--- config.mk ---
export PLATFORM = sky130hd
export DESIGN_NAME = pio_out_blink
export DESIGN_NICKNAME = d
export VERILOG_FILES = /design/src/rtl/pio_out_blink.sv
export SDC_FILE = /design/constraint.sdc
export NUM_CORES = 1
export LEC_CHECK = 0
export BUFFER_PORTS_ARGS = -buffer_cell sky130_fd_sc_hd__buf_2
export CORE_MARGIN = 4
export CORE_UTILIZATION = 55
export CTS_BUF_LIST = sky130_fd_sc_hd__clkbuf_8
export CTS_CLUSTER_DIAMETER = 50
export DETAILED_ROUTE_END_ITERATION = 12
export PLACE_DENSITY = 0.79
export SYNTH_ARGS = -nofsm -noshare
export SYNTH_HDL_FRONTEND = slang
export SYNTH_SLANG_ARGS = --single-unit
--- constraint.sdc ---
create_clock -name clk -period 2.9 [get_ports clk]
set_clock_uncertainty 0.1 [all_clocks]
set_input_delay 0.58 -clock clk [delete_from_list [all_inputs] [get_ports clk]]
set_output_delay 0.58 -clock clk [all_outputs]
set_load 0.02 [all_outputs]
--- src/rtl/pio_out_blink.sv ---
`default_nettype none
// +----------------------------------------------------------------------------+
// | pio_out_blink: Avalon-MM LED output port with set/clear/toggle and blink.  |
// | Revision: 1.0                                                              |
// +----------------------------------------------------------------------------+
module pio_out_blink #(
  parameter int unsigned      WIDTH       = 9,
  parameter logic [WIDTH-1:0] RESET_VALUE = '0,
  parameter int unsigned      DIV_WIDTH   = 24,
  parameter int unsigned      DIV_RESET   = 12500000
) (
  input  logic             clk,
  input  logic             reset_n,
  input  logic [2:0]       address,
  input  logic             chipselect,
  input  logic             write_n,
  input  logic [31:0]      writedata,
  output logic [31:0]      readdata,
  output logic [WIDTH-1:0] out_port,
  output logic             blink_tick
);

  localparam logic [2:0] c_addr_data  = 3'd0;
  localparam logic [2:0] c_addr_set   = 3'd1;
  localparam logic [2:0] c_addr_clr   = 3'd2;
  localparam logic [2:0] c_addr_tog   = 3'd3;
  localparam logic [2:0] c_addr_blink = 3'd4;
  localparam logic [2:0] c_addr_div   = 3'd5;
  localparam logic [2:0] c_addr_out   = 3'd6;

  localparam logic [DIV_WIDTH-1:0] c_div_reset = DIV_RESET[DIV_WIDTH-1:0];
  localparam logic [DIV_WIDTH-1:0] c_one       = 1;

  logic                 w_wr;
  logic [WIDTH-1:0]     w_wd;
  logic [DIV_WIDTH-1:0] w_wd_div;
  logic                 w_unused;

  logic [WIDTH-1:0]     r_data_out;
  logic [WIDTH-1:0]     r_blink;
  logic [DIV_WIDTH-1:0] r_div;
  logic [DIV_WIDTH-1:0] r_cnt;
  logic                 r_phase;
  logic                 r_blink_tick;

  assign w_wr     = chipselect & ~write_n;
  assign w_wd     = writedata[WIDTH-1:0];
  assign w_wd_div = writedata[DIV_WIDTH-1:0];
  assign w_unused = ^writedata;

  always_ff @(posedge clk or negedge reset_n) begin
    if (!reset_n) begin
      r_data_out   <= RESET_VALUE;
      r_blink      <= '0;
      r_div        <= c_div_reset;
      r_cnt        <= c_div_reset;
      r_phase      <= 1'b0;
      r_blink_tick <= 1'b0;
    end else begin
      r_blink_tick <= 1'b0;

      if (w_wr) begin
        case (address)
          c_addr_data:  r_data_out <= w_wd;
          c_addr_set:   r_data_out <= r_data_out | w_wd;
          c_addr_clr:   r_data_out <= r_data_out & ~w_wd;
          c_addr_tog:   r_data_out <= r_data_out ^ w_wd;
          c_addr_blink: r_blink    <= w_wd;
          default:      ;
        endcase
      end

      // A DIV write overrides a coincident terminal count: no toggle, no tick.
      if (w_wr && (address == c_addr_div)) begin
        r_div   <= w_wd_div;
        r_cnt   <= w_wd_div;
        r_phase <= 1'b0;
      end else if (r_div == '0) begin
        r_cnt   <= '0;
        r_phase <= 1'b0;
      end else if (r_cnt == '0) begin
        r_cnt        <= r_div;
        r_phase      <= ~r_phase;
        r_blink_tick <= 1'b1;
      end else begin
        r_cnt <= r_cnt - c_one;
      end
    end
  end

  // Blinking bits are forced off during phase 1.
  assign out_port   = r_data_out & ~(r_blink & {WIDTH{r_phase}});
  assign blink_tick = r_blink_tick;

  always_comb begin
    readdata = '0;
    case (address)
      c_addr_data:  readdata[WIDTH-1:0]     = r_data_out;
      c_addr_blink: readdata[WIDTH-1:0]     = r_blink;
      c_addr_div:   readdata[DIV_WIDTH-1:0] = r_div;
      c_addr_out:   readdata[WIDTH-1:0]     = out_port;
      default:      readdata = '0;
    endcase
  end

endmodule
`default_nettype wire

==> results.toml, run 1 <==
[critical_path]
path_class = "in -> out"
cp-start-kind = "input pin"
crit_fanout = 13
worstPathRequired_ns = 2.22
r2r-end = "r_cnt[18]$_DFF_PN1_"
rr_worst_depth = 5
timing.rr.start = "r_cnt[14]$_DFF_PN0_"
worst_ep_arrival_time_ns = 1.89
critPathCaptureType = "output port"
crit_end = "readdata[1]"
ff2ff_setup_slack_ns = 0.37
cp-startpoint = "address[1]"

[synth]
synth_largest_area_cell = "dfrtp_1"
ys_seq_area_share_pct = 40.5
syn_inst = 501
avgSynthCellArea_um2 = 8.53
synth_seq_cells = 68
ys_types = 46
synth_edf_count = 0
yosysWarnings = 0
synth_area_um2 = 4270
ys.flop_type = "dfrtp_1"
yosys-top-cells-area = "dfrtp_1 26%, dfstp_2 15%, nand2_1 9.4%"
yosysTopAreaCellShare_pct = 25.8
ys_async_sr_fraction_pct = 100

[pwr]
leakage_uw = 0.00243
ir_drop_mv = 0.401
p_int_uw = 2160
clock_power_share_pct = 19.5
p_sw_uw = 1400
power.total_uw = 3560
comb_power_share_pct = 33.1
swShare_pct = 39.3
power.density_nw_per_um2 = 733
seq_power_share_pct = 47.5

[detailed_routing]
ant_nets = 0
dr.pass1.iters = 5
post_drt_wl_per_cell_um = 16.9
drt_wl_total_um = 11200
drt_iter0_markers = 245
route.detailed.drc = 0
num_vias = 3941
viasPerCell = 5.94

[sta]
tightest_slew_ns = 0.731
slew_viol_final = 0
hold_viol_final = 0
setup_tns_ns = 0
fmax_ghz = 0.389
setup_viol = 0
fin_crit_sh_pct = 88.6
rsz0062_at_grt = "no"
relSlewSlack_pct = 50.8
fin_crit_ns = 2.57

[status]
status = "completed"

[final_layout]
syn_to_final_growth_pct = 13.7
layout_common_cells = "107 x nand2_1, 64 x buf_2, 44 x dfrtp_1"
diodes = 0
drive_above_1_share_pct = 22.1
final_nets = 619
final_common_cell = "nand2_1"
nFillCells = 646

[global_routing]
grt_overflow = 0
use_met2_pct = 42.6
grt_use_total_pct = 26.0
met1_usage_pct = 35.4
top_usage_layer = "met2"
met3_usage_pct = 3.52
grt_pass1_vias = 3823
grt_max_degree = 69
antenna_found_initial = 0
grt_pass1_wl_um = 18600

[die]
die_w_um = 96.1
coreArea_um2 = 7410
dieArea_um2 = 9240
start_util_pct = 57.7
die_y_um = 96.1
io_pins = 81
rows = 31

[placement]
hpwl_um = 7830
port_buffers = 64
gp_congestion = 0.839

[worst_hold_path]
hold_class = "in -> async"

[clocking]
hold_buffers = 0
cts_tree = "yes"
cts_max_path_buffers = 2
cts.sinks = 68
cts-resized-gates = 0
cts_root_buf = "clkbuf_8"
post_cts_buffers = 0
cts-htree-levels = 3
cts_made_buffers = 9
clock_latency_ns = 0.35
clk_pin_slew_worst_paths_ns = 0.07

[flow_run]
maxCapViolations = 0
==> how the worst min path moves through the flow <==
stage	from	endpoint	slack [ns]	cells after the start
2_1_floorplan	reset_n	blink_tick$_DFF_PN0_	0.18	0
3_3_place_gp	r_div[15]$_DFFE_PN1P_	r_div[15]$_DFFE_PN1P_	0.37	2
3_5_place_dp	r_div[15]$_DFFE_PN1P_	r_div[15]$_DFFE_PN1P_	0.37	2
4_1_cts	reset_n	r_data_out[6]$_DFFE_PN0P_	0.15	2
5_1_grt	reset_n	r_data_out[6]$_DFFE_PN0P_	0.16	2
6_report	reset_n	r_data_out[6]$_DFFE_PN0P_	0.12	2
==> power groups by stage <==
stage | clock network [µW] | logic, µW | registers (µW)
floorplan | 0 | 929 | 1560
global placement | 0 | 1110 | 1660
detailed placement | 0 | 1150 | 1680
CTS | 694 | 1170 | 1670
global route | 742 | 1330 | 1730
finish | 693 | 1180 | 1690
==> Yosys cell counts, types with 2 or more instances <==
| master | count |
|---|---|
| o31a_1 | 3 |
| o21a_1 | 3 |
| xnor2_1 | 10 |
| a211oi_1 | 2 |
| nand3_1 | 4 |
| buf_1 | 2 |
| buf_2 | 4 |
| dfrtp_1 | 44 |
| nor2_1 | 22 |
| nor4_1 | 12 |
| nor3_1 | 14 |
| dfstp_2 | 24 |
| a31oi_1 | 4 |
| and3_1 | 18 |
| nand2b_1 | 2 |
| buf_4 | 9 |
| or4_1 | 5 |
| a22oi_1 | 17 |
| a21oi_1 | 14 |
| xor2_1 | 2 |
| o21ai_0 | 33 |
| nand2_1 | 107 |
| nor2b_1 | 2 |
| clkbuf_1 | 25 |
| o22ai_1 | 12 |
| o41a_1 | 3 |
| o31ai_1 | 17 |
| nand4_1 | 3 |
| inv_1 | 23 |
| ha_1 | 20 |
| mux2i_1 | 26 |
==> final cells by class <==
class	instances	area (µm²)	share of cell area, %
clock buffer	10	138	2.83
sequential	68	1730	35.7
tap	99	124	2.55
timing repair buffer	82	468	9.63
inverter	23	86.3	1.78
clock inverter	6	30.0	0.618
multi-input combinational	376	2280	46.9
==> per-layer routing <==
layer,wire length [µm],vias to the layer above
met5,0,-
met2,5350,179
met1,4770,1866
met4,225,0
li1,-,1870
met3,875,26
==> state kept, by name (all words and copies together) (netlist names) <==
name	flops
blink_tick	1
r_blink	9
r_cnt	24
r_data_out	9
r_div	24
r_phase	1
==> kinds of logic (layout without fill, tap and decap cells) <==
| logic type | count (synthesis) | count (layout) | synth area share (%) |
|---|---|---|---|
| and+or+nand+nor | 200 | 200 | 21.8 |
| AOI/OAI and AO/OA | 110 | 110 | 16.4 |
| DFF | 68 | 68 | 40.5 |
| buffers and inverters | 64 | 121 | 6.71 |
| muxes | 26 | 26 | 6.09 |
| adders and majority gates | 20 | 20 | 5.86 |
| xor gates and xnor gates | 12 | 12 | 2.46 |
| other | 1 | 8 | 0.0878 |
==> per-stage QoR <==
step,std cells,cell area [µm²],hold WS (ns),util (%),setup slack (ns)
after global placement,648,4690,0.367,63.3,0.413
final,664,4860,0.119,65.6,0.331
after global routing,664,4860,0.162,65.6,0.170
after detailed placement,648,4690,0.374,63.3,0.370
after CTS,664,4860,0.155,65.6,0.372
after floorplan,508,4300,0.184,-,0.355
==> worst max-delay path: stages <==
cell and delay [ns]:
buf_2 0.18, or2_1 0.26, nor2_1 0.38, a22oi_1 0.13, o31ai_1 0.12, buf_2 0.22
(Power assumes the default switching activity.)
==> run 2, diff against run 1 <==
CORE_MARGIN = not set   (was 4)
==> run 2 against run 1 <==
- cell count unchanged
- sequential power about the same
- global-route usage increased by 2.7 points
- wire length increased by 1.4%
- highest routed layer unchanged
==> results.toml, run 2 (synthesized netlist as in run 1, its figures left out) <==
[critical_path]
crit_buf_inv = 2
slowest_stage = "and2_0"
timing.rr.start = "r_cnt[14]$_DFF_PN0_"
worst_ep_arrival_time_ns = 1.90
path_cells = "buf_2, and2_0, a21oi_1, o31ai_1, buf_2"
worstPathRequired_ns = 2.22
path_common_cell = "buf_2"
cp-startpoint = "address[2]"
crit_fanout = 13
crit_family = "buffers and inverters"
cp-start-kind = "input pin"
crit_path_max_incr_delay_ns = 0.43
path_class = "in -> out"
critPathCaptureType = "output port"
ff2ff_setup_slack_ns = 0.36

[die]
coreArea_um2 = 7370
io_pins = 81
die_y_um = 90.1
die_w_um = 90.1
start_util_pct = 58.0
rows = 31
dieArea_um2 = 8120

[sta]
rsz0062_at_grt = "no"
slew_viol_final = 0
setup_viol = 0
fmax_ghz = 0.388
relSlewSlack_pct = 51.0
fin_crit_ns = 2.58
fin_crit_sh_pct = 88.8
hold_viol_final = 0
tightest_slew_ns = 0.728
setup_tns_ns = 0

[global_routing]
met3_usage_pct = 4.48
grt_max_degree = 42
grt_use_total_pct = 28.7
top_usage_layer = "met2"
antenna_found_initial = 0
use_met2_pct = 45.9
met1_usage_pct = 38.5
grt_pass1_vias = 3901
grt_pass1_wl_um = 18600
grt_overflow = 0

[pwr]
power.density_nw_per_um2 = 783
leakage_uw = 0.00246
ir_drop_mv = 0.437

[clocking]
clk_pin_slew_worst_paths_ns = 0.08
cts.sinks = 68
cts_root_buf = "clkbuf_8"
post_cts_buffers = 0
cts_max_path_buffers = 2
clock_latency_ns = 0.35
hold_buffers = 0
cts_made_buffers = 9
cts-resized-gates = 0
cts-htree-levels = 3
cts_tree = "yes"

[detailed_routing]
dr.pass1.iters = 6
viasPerCell = 5.99
drt_wl_total_um = 11400
num_vias = 3976
drt_iter0_markers = 376
post_drt_wl_per_cell_um = 17.1
ant_nets = 0
route.detailed.drc = 0

[placement]
place_inst = 648
port_buffers = 64
hpwl_um = 7880
gp_congestion = 0.829

[flow_run]
maxCapViolations = 0

[status]
status = "completed"

[final_layout]
final_nets = 619
layoutNonFillerInstCount = 664
reg_top3 = "r_cnt x24, r_div x24"
syn_to_final_growth_pct = 15.6
drive_above_1_share_pct = 22.3
layout_common_cells = "107 x nand2_1, 64 x buf_2, 44 x dfrtp_1"
final_common_cell = "nand2_1"
diodes = 0

[worst_hold_path]
hold_class = "in -> async"
## run 2: cell type report
class,count,area [µm²]
Clock inverter,6,110
Clock buffer,10,138
Fill cell,611,2430
Timing Repair Buffer,82,468
Inverter,23,86.3
Sequential cell,68,1730
Multi-Input combinational cell,376,2280
Tap cell,99,124
## run 2: final timing paths
check,endpoint,depth (start not counted)
worst max-delay path,readdata[1],5
worst min-delay path,r_data_out[7]$_DFFE_PN0P_,1
worst max register to register,r_cnt[3]$_DFF_PN0_,6
worst min register to register,r_div[15]$_DFFE_PN1P_,2
max in group asynchronous,r_div[20]$_DFFE_PN1P_,2
min in group clk,r_div[16]$_DFFE_PN0P_,3
## run 2: through the flow
step                      hold WS (ns)  util (%)  instance area (µm²)  total power (µW)  setup slack [ns]
after global routing             0.209      67.0                 4940              4090             0.173
after global placement           0.365      63.6                 4690              2790             0.404
after detailed placement         0.367      63.6                 4690              2860             0.346
after CTS                        0.168      67.0                 4940              3850             0.355
final                            0.157      67.0                 4940              3860             0.324
after floorplan                  0.184         -                 4300              2490             0.355
## run 2: report_power, final
| group | internal, µW | switching [µW] |
|---|---|---|
| Combinational | 534 | 660 |
| Sequential | 1310 | 375 |
| Clock | 595 | 386 |
| Total | 2440 | 1420 |
## run 2: routing by layer
layer  up-vias  share of wire [%]
li1       1861                  -
met1      1915                 43
met2       173                 48
met3        27                6.1
met4         0                2.0
met5         -                  0
